[config.mk]
export PLATFORM = sky130hd
export DESIGN_NAME = rr_arb2_sel
export DESIGN_NICKNAME = d
export VERILOG_FILES = /design/src/rtl/rr_arb2_pkg.sv /design/src/rtl/mux2_w.sv /design/src/rtl/rr_arb2_sel.sv
export SDC_FILE = /design/constraint.sdc
export NUM_CORES = 1
export LEC_CHECK = 0
export CORE_MARGIN = 3
export CORE_UTILIZATION = 35
export DETAILED_ROUTE_END_ITERATION = 10
export GPL_TIMING_DRIVEN = 0
export PLACE_DENSITY = 0.74
export SYNTH_ARGS = -nofsm -noshare
export SYNTH_HDL_FRONTEND = slang
export SYNTH_HIERARCHICAL = 1
export SYNTH_SLANG_ARGS = --single-unit
[constraint.sdc]
create_clock -name clk -period 2 [get_ports clk]
set_input_delay 0.6 -clock clk [delete_from_list [all_inputs] [get_ports clk]]
set_output_delay 0.6 -clock clk [all_outputs]
set_load 0.05 [all_outputs]
[src/rtl/rr_arb2_pkg.sv]
`default_nettype none
// ============================================================================
// Module  : rr_arb2_pkg
// Brief   : Shared types and constants for the two-input round-robin arbiter.
// Revision: 1.0  initial release
// ============================================================================
package rr_arb2_pkg;

    typedef logic src_t;

    localparam src_t SRC_A   = 1'b0;
    localparam src_t SRC_B   = 1'b1;
    localparam int   STATS_W = 16;

endpackage : rr_arb2_pkg
`default_nettype wire

[src/rtl/mux2_w.sv]
`default_nettype none
// ============================================================================
// Module  : mux2_w
// Brief   : Width-parameterised combinational 2:1 data select.
// Revision: 1.0  initial release
// ============================================================================
module mux2_w
    import rr_arb2_pkg::*;
#(
    parameter int DATA_W = 8
) (
    input  src_t              sel,
    input  logic [DATA_W-1:0] d0,
    input  logic [DATA_W-1:0] d1,
    output logic [DATA_W-1:0] y
);

    always_comb begin
        y = (sel == SRC_B) ? d1 : d0;
    end

endmodule : mux2_w
`default_nettype wire

[src/rtl/rr_arb2_sel.sv]
`default_nettype none
// ============================================================================
// Module  : rr_arb2_sel
// Brief   : Two-input round-robin arbiter with registered select/data output.
//           Optional per-source transfer counters under RR_ARB2_STATS_EN.
// Revision: 1.0  initial release
// ============================================================================
module rr_arb2_sel
    import rr_arb2_pkg::*;
#(
    parameter int DATA_W = 8
) (
    input  logic              clk,
    input  logic              rst_n,
    input  logic              a_valid,
    input  logic [DATA_W-1:0] a_data,
    output logic              a_ready,
    input  logic              b_valid,
    input  logic [DATA_W-1:0] b_data,
    output logic              b_ready,
    output logic              y_valid,
    output logic [DATA_W-1:0] y_data,
    output logic              y_sel,
    input  logic              y_ready
`ifdef RR_ARB2_STATS_EN
    ,
    output logic [STATS_W-1:0] cnt_a,
    output logic [STATS_W-1:0] cnt_b
`endif
);

    logic              w_load;
    logic              w_any;
    logic              w_xfer;
    src_t              w_grant;
    logic [DATA_W-1:0] w_mux_data;

    logic              y_valid_q,    y_valid_d;
    logic [DATA_W-1:0] y_data_q,     y_data_d;
    src_t              y_sel_q,      y_sel_d;
    src_t              last_grant_q, last_grant_d;

    // Under contention the source that did not win last time is served.
    always_comb begin
        w_any = a_valid | b_valid;
        if (a_valid && b_valid) begin
            w_grant = (last_grant_q == SRC_A) ? SRC_B : SRC_A;
        end else if (b_valid) begin
            w_grant = SRC_B;
        end else begin
            w_grant = SRC_A;
        end
    end

    // rst_n gating keeps both readies low while the block is held in reset.
    always_comb begin
        w_load  = rst_n & (~y_valid_q | y_ready);
        w_xfer  = w_load & w_any;
        a_ready = w_load & a_valid & (w_grant == SRC_A);
        b_ready = w_load & b_valid & (w_grant == SRC_B);
    end

    mux2_w #(
        .DATA_W (DATA_W)
    ) u_mux (
        .sel (w_grant),
        .d0  (a_data),
        .d1  (b_data),
        .y   (w_mux_data)
    );

    always_comb begin
        y_valid_d    = y_valid_q;
        y_data_d     = y_data_q;
        y_sel_d      = y_sel_q;
        last_grant_d = last_grant_q;
        if (w_xfer) begin
            y_valid_d    = 1'b1;
            y_data_d     = w_mux_data;
            y_sel_d      = w_grant;
            last_grant_d = w_grant;
        end else if (w_load) begin
            y_valid_d    = 1'b0;
        end
    end

    always_ff @(posedge clk or negedge rst_n) begin
        if (!rst_n) begin
            y_valid_q    <= 1'b0;
            y_data_q     <= '0;
            y_sel_q      <= SRC_A;
            last_grant_q <= SRC_B;
        end else begin
            y_valid_q    <= y_valid_d;
            y_data_q     <= y_data_d;
            y_sel_q      <= y_sel_d;
            last_grant_q <= last_grant_d;
        end
    end

    always_comb begin
        y_valid = y_valid_q;
        y_data  = y_data_q;
        y_sel   = y_sel_q;
    end

`ifdef RR_ARB2_STATS_EN
    logic [STATS_W-1:0] cnt_a_q, cnt_a_d;
    logic [STATS_W-1:0] cnt_b_q, cnt_b_d;

    // Counters wrap naturally at the top of their range.
    always_comb begin
        cnt_a_d = cnt_a_q + {{(STATS_W-1){1'b0}}, a_ready};
        cnt_b_d = cnt_b_q + {{(STATS_W-1){1'b0}}, b_ready};
    end

    always_ff @(posedge clk or negedge rst_n) begin
        if (!rst_n) begin
            cnt_a_q <= '0;
            cnt_b_q <= '0;
        end else begin
            cnt_a_q <= cnt_a_d;
            cnt_b_q <= cnt_b_d;
        end
    end

    always_comb begin
        cnt_a = cnt_a_q;
        cnt_b = cnt_b_q;
    end
`endif

endmodule : rr_arb2_sel
`default_nettype wire
# After elaboration in Yosys (flattened, before gate mapping)
# Index checks and enable logic that the tools add are counted.
# Widths: inputs -> output; s select.
[word_totals]
regBits = 11
out_inout_bits = 12
elab_cells = 22
[op_classes]
muxes = 6
n_bitwise = 10
n_reduce_logical = 2
[op_table]
columns = ["op", "n"]
rows = [
  ["$mux 8", 1],
  ["$and 1x1->1", 6],
  ["$mux 1", 5],
  ["$not 1->1", 2],
  ["$or 1x1->1", 2],
  ["$reduce_bool 2->1", 1],
  ["$logic_and 1x1->1", 1],
]

# Longest topological paths before layout
[logic_depth]
ltp_word = 5
mapped_depth = 6
ltp_nobuf = 5

# Cells and area by module
# Netlist, hierarchy kept.
[modules_own_cells]
columns = ["module", "instances", "cells_each", "area_per_inst_um2", "seq_area_each_um2"]
rows = [
  ["rr_arb2_sel", 1, 32, 461.7, 276.5],
  ["mux2_w", 1, 9, 131.4, 0.0],
]

# Worst setup path after synthesis
# OpenSTA, ideal clock, no wires.
[synth_path]
kind = "flip-flop to output port"
start = "register y_valid_q (netlist: y_valid)"
end = "output b_ready"
t_arrival_ps = 1561
required_time_ps = 1400
path_slack_ps = -161
stages_incl_launch_ff = 4
n_path_buf = 0
cell_sequence = "dfrtp_1 -> inv_2 -> o21ai_0 -> nor2_1"
[synth_via]
elab_chain_cells = 5
[synth_rtl]
columns = ["element", "line_no", "rtl"]
rows = [
  ["start: declaration", "rr_arb2_sel.sv:38", "logic y_valid_q, y_valid_d;"],
  ["start signal: assignment", "rr_arb2_sel.sv:94", "y_valid_q <= y_valid_d;"],
  ["$not 1->1", "rr_arb2_sel.sv:57", "w_load = rst_n & (~y_valid_q | y_ready);"],
  ["$or 1x1->1", "rr_arb2_sel.sv:57", ""],
  ["$and 1x1->1", "rr_arb2_sel.sv:57", ""],
  ["$and 1x1->1 (2 in series)", "rr_arb2_sel.sv:60", "b_ready = w_load & b_valid & (w_grant == SRC_B);"],
  ["end: declaration", "rr_arb2_sel.sv:20", "output logic b_ready,"],
]
# Every way passes these cells.

# Worst setup path in the final report
[layout_path]
start = "input y_ready"
end = "output a_ready"
[layout_via]
elab_chain_cells = 4
[layout_rtl]
columns = ["element", "line_no", "rtl"]
rows = [
  ["start: declaration", "rr_arb2_sel.sv:24", "input logic y_ready"],
  ["$or 1x1->1", "rr_arb2_sel.sv:57", ""],
  ["$and 1x1->1", "rr_arb2_sel.sv:57", ""],
  ["$and 1x1->1 (2 in series)", "rr_arb2_sel.sv:59", "a_ready = w_load & a_valid & (w_grant == SRC_A);"],
  ["end: declaration", "rr_arb2_sel.sv:17", "output logic a_ready,"],
]
# Every way passes these cells.

==> qor.log <==
qor: run_status.status finished clean
qor: power_and_ir_drop.power.density 959.7 nW/um^2
qor: cts.clk_pin_slew 70 ps
qor: timing.final-max-slew-violation-count 0
qor: power_and_ir_drop.share_seq_of_total_power 34.1%
qor: timing.max_slew.worst_pin.slew 510.3 ps
qor: placement.routabilityCongestion 0.6555
qor: cts.cts.sinks 11
qor: global_route.grt_use_total 13.15%
qor: power_and_ir_drop.design_power_total 0.0009090 W
qor: final_layout.drive_above_1_share 41.56%
qor: yosys.ys.warnings.count 6
qor: power_and_ir_drop.power.share.combinational 49.6%
qor: cts.post_cts_hold_buffer_count 0
qor: power_and_ir_drop.irDropWorstVdd 0.6373 mV
qor: power_and_ir_drop.psw 0.0003764 W
qor: cts.clk_root_buffer_cell sky130_fd_sc_hd__clkbuf_4
qor: setup_path.worstSetupPathType in -> out
qor: global_route.grt_antenna_before_repair 0
qor: timing.final-setup-viol-count 0
qor: job.maxCapViolCount 0
qor: timing.finClkSkew 2.398 ps
qor: global_route.grt_first_pass_wirelength 1.925 mm
qor: setup_path.setup.reg_to_reg.worst_slack 420 ps
qor: cts.worst_skew_pair.late_latency 260 ps
qor: routing.detail_route.vias_per_cell 5.022
qor: timing.worst_case_hold_slack 201.5 ps
qor: die.floorplan.rows 14
qor: routing.routed_wirelength 1.203 mm
qor: final_layout.fill_cells 156
qor: cts.tritoncts_clock_tree yes
qor: yosys.synth_area_per_cell 14.47 um^2
qor: die.die_w 47.17 um
qor: global_route.grt-ovfl-total 0
qor: cts.cts.repair_timing.setup_buffer_count 0
qor: placement.numPlacedInstances 89
qor: timing.slew_headroom 66.12%
qor: timing.min_period 1952 ps
qor: final_layout.mostFrequentLayoutCell sky130_fd_sc_hd__clkdlybuf4s50_1
qor: setup_path.max_stage_delay 290 ps
qor: routing.wire_per_inst 12.94 um
qor: final_layout.area_growth 59.70%
qor: timing.layout_worst_path_cycle_share 97.60%
qor: die.die_h 47.17 um
qor: routing.num_vias 467
qor: final_layout.layout_common_cells 16 x sky130_fd_sc_hd__clkdlybuf4s50_1, 12 x sky130_fd_sc_hd__dlygate4sd2_1, 10 x sky130_fd_sc_hd__dfrtp_1, 8 x sky130_fd_sc_hd__mux2_2, 8 x sky130_fd_sc_hd__mux2_4
qor: cts.cts_resized 35
qor: cts.clock_path_buffers 2
qor: setup_path.critical_path_cell_by_cell dlygate4sd2_1 -> o211ai_1 -> nor2_2 -> buf_6
qor: final_layout.layout.nets 99
qor: setup_path.critPathTopFamily buffers and inverters
qor: routing.drtPass1Iterations 1
qor: cts.cts_buffers 3
qor: routing.number_of_drc_violations_after_detailed_routing_iteration_0 0
qor: timing.grt_setup_unrepaired false
qor: timing.final.setup.tns 0 ps
qor: timing.worst_slack 48.09 ps
qor: power_and_ir_drop.power.internal 0.0005327 W
qor: timing.timing.fmax 0.5123 GHz
qor: timing.final-hold-violation-count 0
qor: worst_hold_path.hold_path_class in -> async
qor: die.initial_utilization 38.04%
qor: yosys.mappedNetlistArea 593.1 um^2
qor: power_and_ir_drop.power.switching_fraction 41.40%
qor: setup_path.required 1400 ps
qor: yosys.flip_flop_and_latch_count_after_synthesis 11
qor: setup_path.timing.critical_path.buf_inv 2
qor: yosys.number_of_different_library_cells_in_the_post_synthesis_netlist 15
qor: die.io-pin-count 33
qor: placement.io_buffers 32
qor: final_layout.layout.cells.non_filler 93
qor: yosys.syn-instance-count 41
qor: final_layout.antenna-diode-count 0
qor: global_route.grt_start_max_net_pins 15
qor: yosys.synth_nets 62
qor: setup_path.worstPathArrival 1350 ps
qor: power_and_ir_drop.power.static_leakage 0.4293 nW
qor: setup_path.critPathCaptureType output port
qor: placement.preCtsSetupSlack -1431 ps
qor: global_route.grt_pass1_vias 458
qor: die.floorplan.core_area 1559 um^2
qor: setup_path.crit_path_max_fanout 3
qor: routing.drt_drc_violations_left 0
qor: setup_path.critPathLaunchType input pin
qor: routing.ant_nets 0
qor: setup_path.critical-path-slowest-cell sky130_fd_sc_hd__dlygate4sd2_1
qor: yosys.seq_area_frac_synth 46.62%
qor: die.design.die.area 2225 um^2
qor: power_and_ir_drop.pwr-share-clk 16.3%
qor: cts.htree_num_levels 1
worst reg2reg max path: cells and delay by family (launching register included):
family,cells,cell delay (ps)
buf+inv,2,220
flops,1,530
mux,2,560
simple gates,2,150
power by group through the flow:
stage                     sequential [W]  clock [W]  combinational, W
after CTS                       0.000311   0.000156          0.000458
after global routing            0.000317   0.000166          0.000476
after global placement          0.000314          0          0.000487
after detailed placement        0.000316          0          0.000491
final                           0.000310   0.000148          0.000451
after floorplan                 0.000494          0          0.000137
cells in the mapped netlist (all sizes together):
| cell type | number | area (um^2) |
|---|---|---|
| o221ai | 1 | 26.28 |
| buf | 1 | 11.26 |
| nor2 | 2 | 7.510 |
| o21ai | 1 | 5.000 |
| nand2 | 2 | 7.510 |
| o211ai | 1 | 7.510 |
| mux2 | 16 | 210.2 |
| inv | 2 | 7.500 |
| dfstp | 1 | 26.28 |
| dfrtp | 10 | 250.2 |
| a21bo | 1 | 10.01 |
| nand2b | 1 | 6.260 |
| o2bb2ai | 2 | 17.52 |
area by class of cell:
type	instances	area [um^2]	share of cell area (%)
timing repair buffer	32	296.5	31.31
inverter	2	7.507	0.7926
sequential	11	276.5	29.19
multi-input combinational	27	309.0	32.63
buffer	1	11.26	1.189
clock buffer	4	26.28	2.774
tap	16	20.02	2.114
path summary, 6_finish.rpt:
check	from	endpoint	cells after the start
worst min-delay path	rst_n	y_data[1]	1
worst max register to register	last_grant_q	y_data[0]	6
worst min register to register	y_sel	y_sel	1
min in group clk	y_sel	y_sel	1
max in group asynchronous	rst_n	last_grant_q	1
worst max-delay path	y_ready	a_ready	4
cells by family (layout without fill, tap and decap cells):
family / Yosys count / in the layout / share of synthesized area [%]
simple gates: 5 / 5 / 3.588
flops: 11 / 11 / 46.63
buf+inv: 3 / 39 / 3.163
compound gates: 6 / 6 / 11.18
mux: 16 / 16 / 35.44
stage by stage:
stage                     util (%)  instance area [um^2]
final                        60.75                 947.2
after global routing         60.75                 947.2
after CTS                    60.91                 949.7
after detailed placement     60.19                 938.4
after global placement       60.19                 938.4
after floorplan                  -                 598.1
state kept, by name (all words and copies together), names as in the netlist:
name / flops
y_valid: 1
last_grant_q: 1
y_sel: 1
y_data: 8
layer usage:
layer / global-route usage, % / vias up / wire length, um
met5: 0 / - / 0
met4: 6.630 / 0 / 22
met3: 4.598 / 2 / 91
met2: 24.93 / 21 / 677
met1: 12.18 / 222 / 411
li1: - / 222 / -
Power figures use the tool's default switching activity.
==> edit (same settings) <==
The option `RR_ARB2_STATS_EN` is turned on by a define.
--- a/src/rtl/rr_arb2_sel.sv
+++ b/src/rtl/rr_arb2_sel.sv
@@ -7,2 +7,4 @@
 // ============================================================================
+`define RR_ARB2_STATS_EN
+
 module rr_arb2_sel
Formal check against the unedited RTL (old outputs only; new: cnt_a and cnt_b): equivalent (Yosys induction, for registers that start in step).
==> edit against the original RTL <==
Sequential power increased to 3.9 times the old value; routed wire length grew to 3.7 times the old value; total power increased to 3.3 times the old value; die area grew to 3.1 times the old value; hold slack worse by 0.090 ns; combinational power is 150% higher; largest cell class is now registers; first-iteration DRC count rose by 77; critical endpoint unchanged; synthesized area grew to 3.4 times the old value; worst setup slack lost 0.0033 ns; sequential cell count up 32; count of clock-buffer cells in the layout grew 3; critical path type is now reg2out; cell area grew to 3.3 times the old value.
==> edit: results (changes against the original RTL) <==
- Clock buffer count: 7 (+3)
- Status: finished clean
- Dpl cells: 295 (+230%)
- Lkg Pwr: 0.00154 uW (+260%)
- Gr usage total: 14.0% (+0.82 points)
- Root Buffer: clkbuf_8
- First-pass GRT wire length: 7270 um (+280%)
- Met2 Track Usage GR: 22.2% (-2.7 points)
- R2R setup slack: 0.11 ns (-0.31 ns)
- Wire length on met1: 1930 um (+370%)
- Unique masters post-synth: 28 (+13)
- Met2 routed WL: 2160 um (+220%)
- Fin Hold WS: 0.111 ns (-0.0903 ns)
- Total wire length: 4460 um (+270%)
- Grt met1 use: 17.6% (+5.5 points)
- Post-route clock skew: 0.00599 ns (+0.00359 ns)
- Top post-synthesis cells by area: dfrtp_1 (51%), xor2_1 (6.9%), mux2_4 (5.9%)
- Slowest cell on the critical path: dfrtp_2
- Type of origin of the critical path: flop
- Fill cells: 506 (+220%)
- Reg2Reg Depth: 10 (+4)
- Post-Synth Adder-Cell Area: 3.67% (+3.7 points)
- Met3 wire length: 327 um (+260%)
- CP Capture Point: a_ready
- Multi-In Gates: 110 (+310%)
- Share of cells above drive strength 1: 30.4% (-11 points)
- CTS sink count: 43 (+32)
- Worst slew margin: 66.1% (about the same)
- IO Port Bufs: 64 (+100%)
- Top cells by count, synth: dfrtp_1 (42), xor2_1 (16), nand4_1 (13)
- H-Tree Depth: 2 (+1)
- Vias in the first global route: 1,564 (+240%)
- Non-clock inverter count: 3 (+1)
- Initial drt markers: 77 (+77)
- Cell Rows: 27 (+13)
- Register area share after synthesis: 52.7% (+6.1 points)
- Post-synthesis xor/xnor area fraction: 12.0% (+12 points)
- Register area: 1080 um^2 (+290%)
- Internal: 1770 uW (+230%)
- Mux cell area share after synthesis: 10.3% (-25 points)
- Maximum vdd ir drop: 0.499 mV (-22%)
- Final non-clock buffer share: 25.4% (-7.1 points)
- Reg-to-reg critical path endpoint: cnt_a[10]
- Hold Path Class: in2async
- Pre-CTS setup slack: -1.17 ns (+0.257 ns)
- Synth Area in Compound Gates: 3.25% (-7.9 points)
- Non-filler cells, final: 319 (+240%)
- Clock Latency Late Sink: 0.29 ns (+0.03 ns)
- Syn_area_per_cell: 12.9 um^2 (-11%)
- Signal buffers: 83 (+150%)
- Num CTS Buffers: 5 (+2)
- Worst path top cell family by delay: flip-flops
- Met3 Use GR: 4.99% (+0.39 points)
- Clk tree area frac: 3.38% (+0.60 points)
- # nets final: 273 (+180%)
- Critical R2R Launch: y_valid
- Placer congestion estimate: 0.756 (+15%)
- Minimum clock period: 1.96 ns (+0.00333 ns)
[edit: cell count changes after synthesis, sizes merged, moves of 4 or more]
| cell | before | now |
|---|---|---|
| xor2 | 0 | 16 |
| nand4 | 0 | 15 |
| nor2 | 2 | 6 |
| nand3 | 0 | 9 |
| nor4 | 0 | 5 |
| xnor2 | 0 | 12 |
| dfrtp | 10 | 42 |
| nand2 | 2 | 7 |
| nor3 | 0 | 6 |
| ha | 0 | 6 |
| and4 | 0 | 4 |
[edit: repair_timing]
| action | 4_1_cts | 5_1_grt |
|---|---|---|
| setup endpoints to repair | 67 | 12 |
| gates cloned | 1 | 1 |
| gates resized for setup | 74 | 9 |
| pin swaps | 6 | 5 |
| buffers inserted | 9 | 5 |
| hold buffers | 0 | 0 |
[edit: power by group through the flow]
stage	Clock (uW)	Sequential, uW	Combinational (uW)
after floorplan	0	1710	248
after global placement	0	1220	1150
after detailed placement	0	1230	1170
after CTS	684	1210	1110
after global routing	728	1240	1180
final	664	1210	1110
